<file path="src/rtl/sensor_slot_scheduler.sv">
// rtl/sensor_slot_scheduler.sv - tick-aligned round-robin scheduler for a shared slow sensor bus
module sensor_slot_scheduler #(
    parameter int unsigned TICK_DIV      = 10,
    parameter int unsigned TIMEOUT_TICKS = 200
) (
    input  logic       CLK_1MHZ_IN,
    input  logic       RESET_N,
    input  logic [3:0] REQ_IN,
    input  logic       DONE_IN,
    output logic       TICK_OUT,
    output logic [3:0] GRANT_OUT,
    output logic       BUSY_OUT,
    output logic [1:0] OWNER_ID_OUT,
    output logic       TIMEOUT_OUT
);

    typedef enum logic [1:0] {
        ST_IDLE,
        ST_GRANT,
        ST_RELEASE
    } state_t;

    localparam logic [15:0] TICK_LAST = 16'(TICK_DIV - 1);
    localparam logic [7:0]  TO_LAST   = 8'(TIMEOUT_TICKS - 1);

    state_t      state_q, state_d;
    logic [15:0] tick_cnt_q, tick_cnt_d;
    logic        tick_q, tick_d;
    logic [3:0]  grant_q, grant_d;
    logic [1:0]  owner_q, owner_d;
    logic [1:0]  ptr_q, ptr_d;
    logic [7:0]  to_cnt_q, to_cnt_d;
    logic        timeout_q, timeout_d;

    logic        win_found;
    logic [1:0]  win_id;
    logic [1:0]  cand;

    always_comb begin
        tick_d     = (tick_cnt_q == TICK_LAST);
        tick_cnt_d = tick_d ? 16'd0 : tick_cnt_q + 16'd1;
    end

    // Search starts just past the last owner so every requester gets its turn.
    always_comb begin
        win_found = 1'b0;
        win_id    = ptr_q;
        cand      = ptr_q;
        for (int i = 1; i <= 4; i++) begin
            cand = ptr_q + 2'(i);
            if (!win_found && REQ_IN[cand]) begin
                win_found = 1'b1;
                win_id    = cand;
            end
        end
    end

    always_comb begin
        state_d   = state_q;
        grant_d   = grant_q;
        owner_d   = owner_q;
        ptr_d     = ptr_q;
        to_cnt_d  = to_cnt_q;
        timeout_d = 1'b0;
        case (state_q)
            ST_IDLE: begin
                if (tick_q && win_found) begin
                    grant_d  = 4'b0001 << win_id;
                    owner_d  = win_id;
                    ptr_d    = win_id;
                    to_cnt_d = 8'd0;
                    state_d  = ST_GRANT;
                end
            end
            ST_GRANT: begin
                if (tick_q && to_cnt_q != 8'hFF) begin
                    to_cnt_d = to_cnt_q + 8'd1;
                end
                if (DONE_IN || !REQ_IN[owner_q]) begin
                    grant_d = 4'b0000;
                    state_d = ST_RELEASE;
                end else if (tick_q && to_cnt_q == TO_LAST) begin
                    grant_d   = 4'b0000;
                    timeout_d = 1'b1;
                    state_d   = ST_RELEASE;
                end
            end
            ST_RELEASE: begin
                state_d = ST_IDLE;
            end
            default: begin
                grant_d = 4'b0000;
                state_d = ST_IDLE;
            end
        endcase
    end

    always_ff @(posedge CLK_1MHZ_IN or negedge RESET_N) begin
        if (!RESET_N) begin
            state_q    <= ST_IDLE;
            tick_cnt_q <= 16'd0;
            tick_q     <= 1'b0;
            grant_q    <= 4'b0000;
            owner_q    <= 2'd0;
            ptr_q      <= 2'd3;
            to_cnt_q   <= 8'd0;
            timeout_q  <= 1'b0;
        end else begin
            state_q    <= state_d;
            tick_cnt_q <= tick_cnt_d;
            tick_q     <= tick_d;
            grant_q    <= grant_d;
            owner_q    <= owner_d;
            ptr_q      <= ptr_d;
            to_cnt_q   <= to_cnt_d;
            timeout_q  <= timeout_d;
        end
    end

    assign TICK_OUT     = tick_q;
    assign GRANT_OUT    = grant_q;
    assign BUSY_OUT     = (state_q != ST_IDLE);
    assign OWNER_ID_OUT = owner_q;
    assign TIMEOUT_OUT  = timeout_q;

endmodule
</file>
<file path="config.mk">
export PLATFORM = sky130hd
export DESIGN_NAME = sensor_slot_scheduler
export DESIGN_NICKNAME = d
export VERILOG_FILES = /design/src/rtl/sensor_slot_scheduler.sv
export SDC_FILE = /design/constraint.sdc
export NUM_CORES = 1
export LEC_CHECK = 0
export CAP_MARGIN = 20
export CORE_MARGIN = 1
export CORE_UTILIZATION = 25
export DETAILED_ROUTE_END_ITERATION = 8
export PLACE_DENSITY = 0.42
export SYNTH_ARGS = -nofsm -noshare
export SYNTH_HDL_FRONTEND = slang
export SYNTH_SLANG_ARGS = --single-unit
</file>
<file path="constraint.sdc">
create_clock -name CLK_1MHZ_IN -period 2.2 [get_ports CLK_1MHZ_IN]
set_clock_uncertainty 0.2 [all_clocks]
set_input_delay 0.44 -clock CLK_1MHZ_IN [delete_from_list [all_inputs] [get_ports CLK_1MHZ_IN]]
set_output_delay 0.44 -clock CLK_1MHZ_IN [all_outputs]
set_load 0.02 [all_outputs]
</file>
==> impl_metrics.json <==
{
  "wire_per_inst_um": 13.1,
  "hold_viol_final": 0,
  "tightest_slew_ns": 0.576,
  "grt_pass1_wl_um": 6500,
  "power_leakage_nw": 0.975,
  "ir_worst_vdd_v": 0.000166,
  "fin_ws_ns": 0.191,
  "power.internal_mw": 1.12,
  "r2r_end": "GRANT_OUT[2]",
  "clock_power_share_pct": 39.1,
  "min_period_over_period_pct": 91.3,
  "worstHoldStart": "tick_cnt_q[15]",
  "ys_types": 48,
  "ys_warn_count": 0,
  "finalCriticalPeriod_ns": 2.01,
  "finalSetupTns_ns": 0,
  "startpoint": "TICK_OUT",
  "worst-path-buf-inv": 1,
  "postPlaceCellArea_mm2": 0.00211,
  "routed_wl_um": 3760,
  "rsz0062_at_grt": "false",
  "cts_made_buffers": 5,
  "startpoint_type": "register",
  "grt.overflow.total": 0,
  "syn_area_mm2": 0.00180,
  "clk_path_buf_depth": 2,
  "setup_viol": 0,
  "run_status": "finished, final reports clean",
  "p_seq_share_pct": 49.4,
  "pwr-share-comb_pct": 11.5,
  "finalPower_mw": 1.46,
  "core_mm2": 0.00687,
  "post-dp-hpwl_um": 2720,
  "synth-async-reset-ratio_pct": 100,
  "drtPass1Iterations": 4,
  "final_area_mm2": 0.00222,
  "sw_frac_of_total_pct": 23.5,
  "antenna_left": 0,
  "nets": 200,
  "cpMaxStageDelayCell": "clkdlybuf4s50_1",
  "vias": 1295,
  "dpl_worst_slack_ns": -0.0692,
  "switchingPower_uw": 343,
  "dieArea_mm2": 0.00754,
  "clk_pin_slew_ns": 0.07,
  "drv_slew": 0,
  "synth_seq_area_share_pct": 50.2,
  "reg2regPathDepth": 5,
  "synth-edff-count": 0,
  "reg2reg_slack_ns": 0.28,
  "place.gp.congestion": 0.781,
  "relSlewSlack_pct": 61.4,
  "die_w_um": 86.8,
  "critPathMaxFanout": 4,
  "layout_commonest_cell": "dfrtp_1",
  "timing.fmax_ghz": 0.498,
  "drive_gt1_share_pct": 14.7,
  "whs_path_depth": 1,
  "antenna_found_initial": 0,
  "port_buffers": 15,
  "crit_family": "buffers and inverters",
  "antenna_cells": 0,
  "htreeDepth": 2,
  "start_util_pct": 26.2,
  "syn-instance-count": 164,
  "grt_usage_pct": 11.2,
  "cts_tree": "built",
  "syn_nets": 174,
  "synth_ff_type": "dfrtp_1",
  "final_cell_mix": "34 x dfrtp_1, 16 x nor2_1, 14 x clkdlybuf4s50_1, 13 x nand2_1, 12 x nand3_1",
  "avgSynthCellArea_um2": 11.0,
  "crit_chain": "clkdlybuf4s50_1",
  "critPathMaxStageDelay_ns": 0.64,
  "hold_class": "register to register",
  "power_density_mw_per_mm2": 659,
  "insertion_delay_ns": 0.28,
  "critical_path_class": "register to output pin",
  "grt_max_degree": 37,
  "cts_sinks": 36,
  "arrival_ns": 1.37,
  "ys_ff_latch": 36,
  "drc": 0,
  "worstReg2RegStart": "to_cnt_q[0]",
  "via_per_inst": 4.51,
  "required_ns": 1.56,
  "area_growth_pct": 23.2,
  "drtIter0Drc": 38,
  "die_h_um": 86.8,
  "maxCapViolCount": 0,
  "cp-end-kind": "output pin",
  "min_to": "tick_cnt_q[15]",
  "pin_count": 16,
  "rows": 30,
  "hold_buffers": 0,
  "cts_root_buf": "clkbuf_8",
  "grt_pass1_vias": 1432
}
[final cells by class]
class	count	area, um2
Clock buffer	6	72.6
Clock inverter	2	35.0
Fill cell	703	4650
Inverter	4	15.0
Multi-Input combinational cell	121	865
Sequential cell	36	903
Tap cell	96	120
Timing Repair Buffer	22	205
[worst reg2reg max path, delay by kind of cell (launching register included)]
| kind | cells | cell delay [ns] |
|---|---|---|
| flops | 1 | 0.42 |
| fa+ha+maj | 1 | 0.24 |
| compound gates | 2 | 0.40 |
| simple gates | 2 | 0.55 |
[synth_stat cells (2+ instances only)]
master,n,share of area (%)
a21oi_1,7,1.9
and3_1,5,1.7
buf_2,3,0.83
dfrtp_1,34,47
dfstp_2,2,2.9
ha_1,3,2.1
inv_1,4,0.83
nand2_1,13,2.7
nand3_1,12,3.3
nor2_1,16,3.3
nor3b_1,2,0.83
nor4_1,3,1.0
nor4_4,2,2.4
o21a_1,2,0.83
o21ai_0,3,0.83
o2bb2ai_1,2,0.97
o31ai_1,3,1.3
or2_0,2,0.70
or3_1,2,0.70
or4_1,2,0.83
xnor2_1,11,5.4
xor2_1,5,2.4
[kinds of logic after synthesis]
| kind of cell | share of synthesized area [%] |
|---|---|
| DFF | 50.2 |
| muxes | 1.81 |
| buffers and inverters | 1.67 |
| adders and majority gates | 2.09 |
| AOI/OAI and AO/OA | 11.1 |
| xor gates and xnor gates | 7.79 |
| and+or+nand+nor | 25.3 |
[what timing repair did]
action                     CTS  global route
setup endpoints to repair    0             1
buffers inserted             0             0
resized for setup            0             1
[state kept, by name, indices dropped and copies added, names as in the netlist]
register,cells
OWNER_ID_OUT,2
GRANT_OUT,4
TIMEOUT_OUT,1
tick_cnt_q,16
state_q,2
ptr_q,2
to_cnt_q,8
TICK_OUT,1
[power by group through the flow]
stage,clock network [mW],logic [mW],registers (mW)
6_report,0.571,0.167,0.721
5_1_grt,0.628,0.185,0.725
4_1_cts,0.598,0.172,0.722
3_5_place_dp,0,0.171,0.735
3_3_place_gp,0,0.168,0.735
2_1_floorplan,0,0.0761,0.741
[metrics by stage]
step | util [%] | hold slack [ns] | instances
after global routing | 32.3 | 0.316 | 287
after detailed placement | 30.7 | 0.272 | 279
after CTS | 32.2 | 0.287 | 287
after global placement | 30.7 | 0.280 | 279
final | 32.3 | 0.283 | 287
after floorplan | - | -0.0556 | 164
[worst max path at each step]
stage	end	slack, ns	cells after the start
floorplan	to_cnt_q[6]	0.43	5
global placement	GRANT_OUT[2]	-0.04	5
detailed placement	OWNER_ID_OUT[1]	-0.07	5
CTS	BUSY_OUT	0.004	2
global route	GRANT_OUT[1]	0.09	5
finish	TICK_OUT	0.19	1
[metal layers]
layer | vias up | GRT usage (%) | part of all wire [%]
li1 | 644 | - | -
met1 | 629 | 12.8 | 45
met2 | 20 | 19.8 | 50
met3 | 2 | 3.43 | 4.1
met4 | 0 | 4.24 | 0.61
met5 | - | 0 | 0
Note: power is estimated with default switching activity, not from simulation.
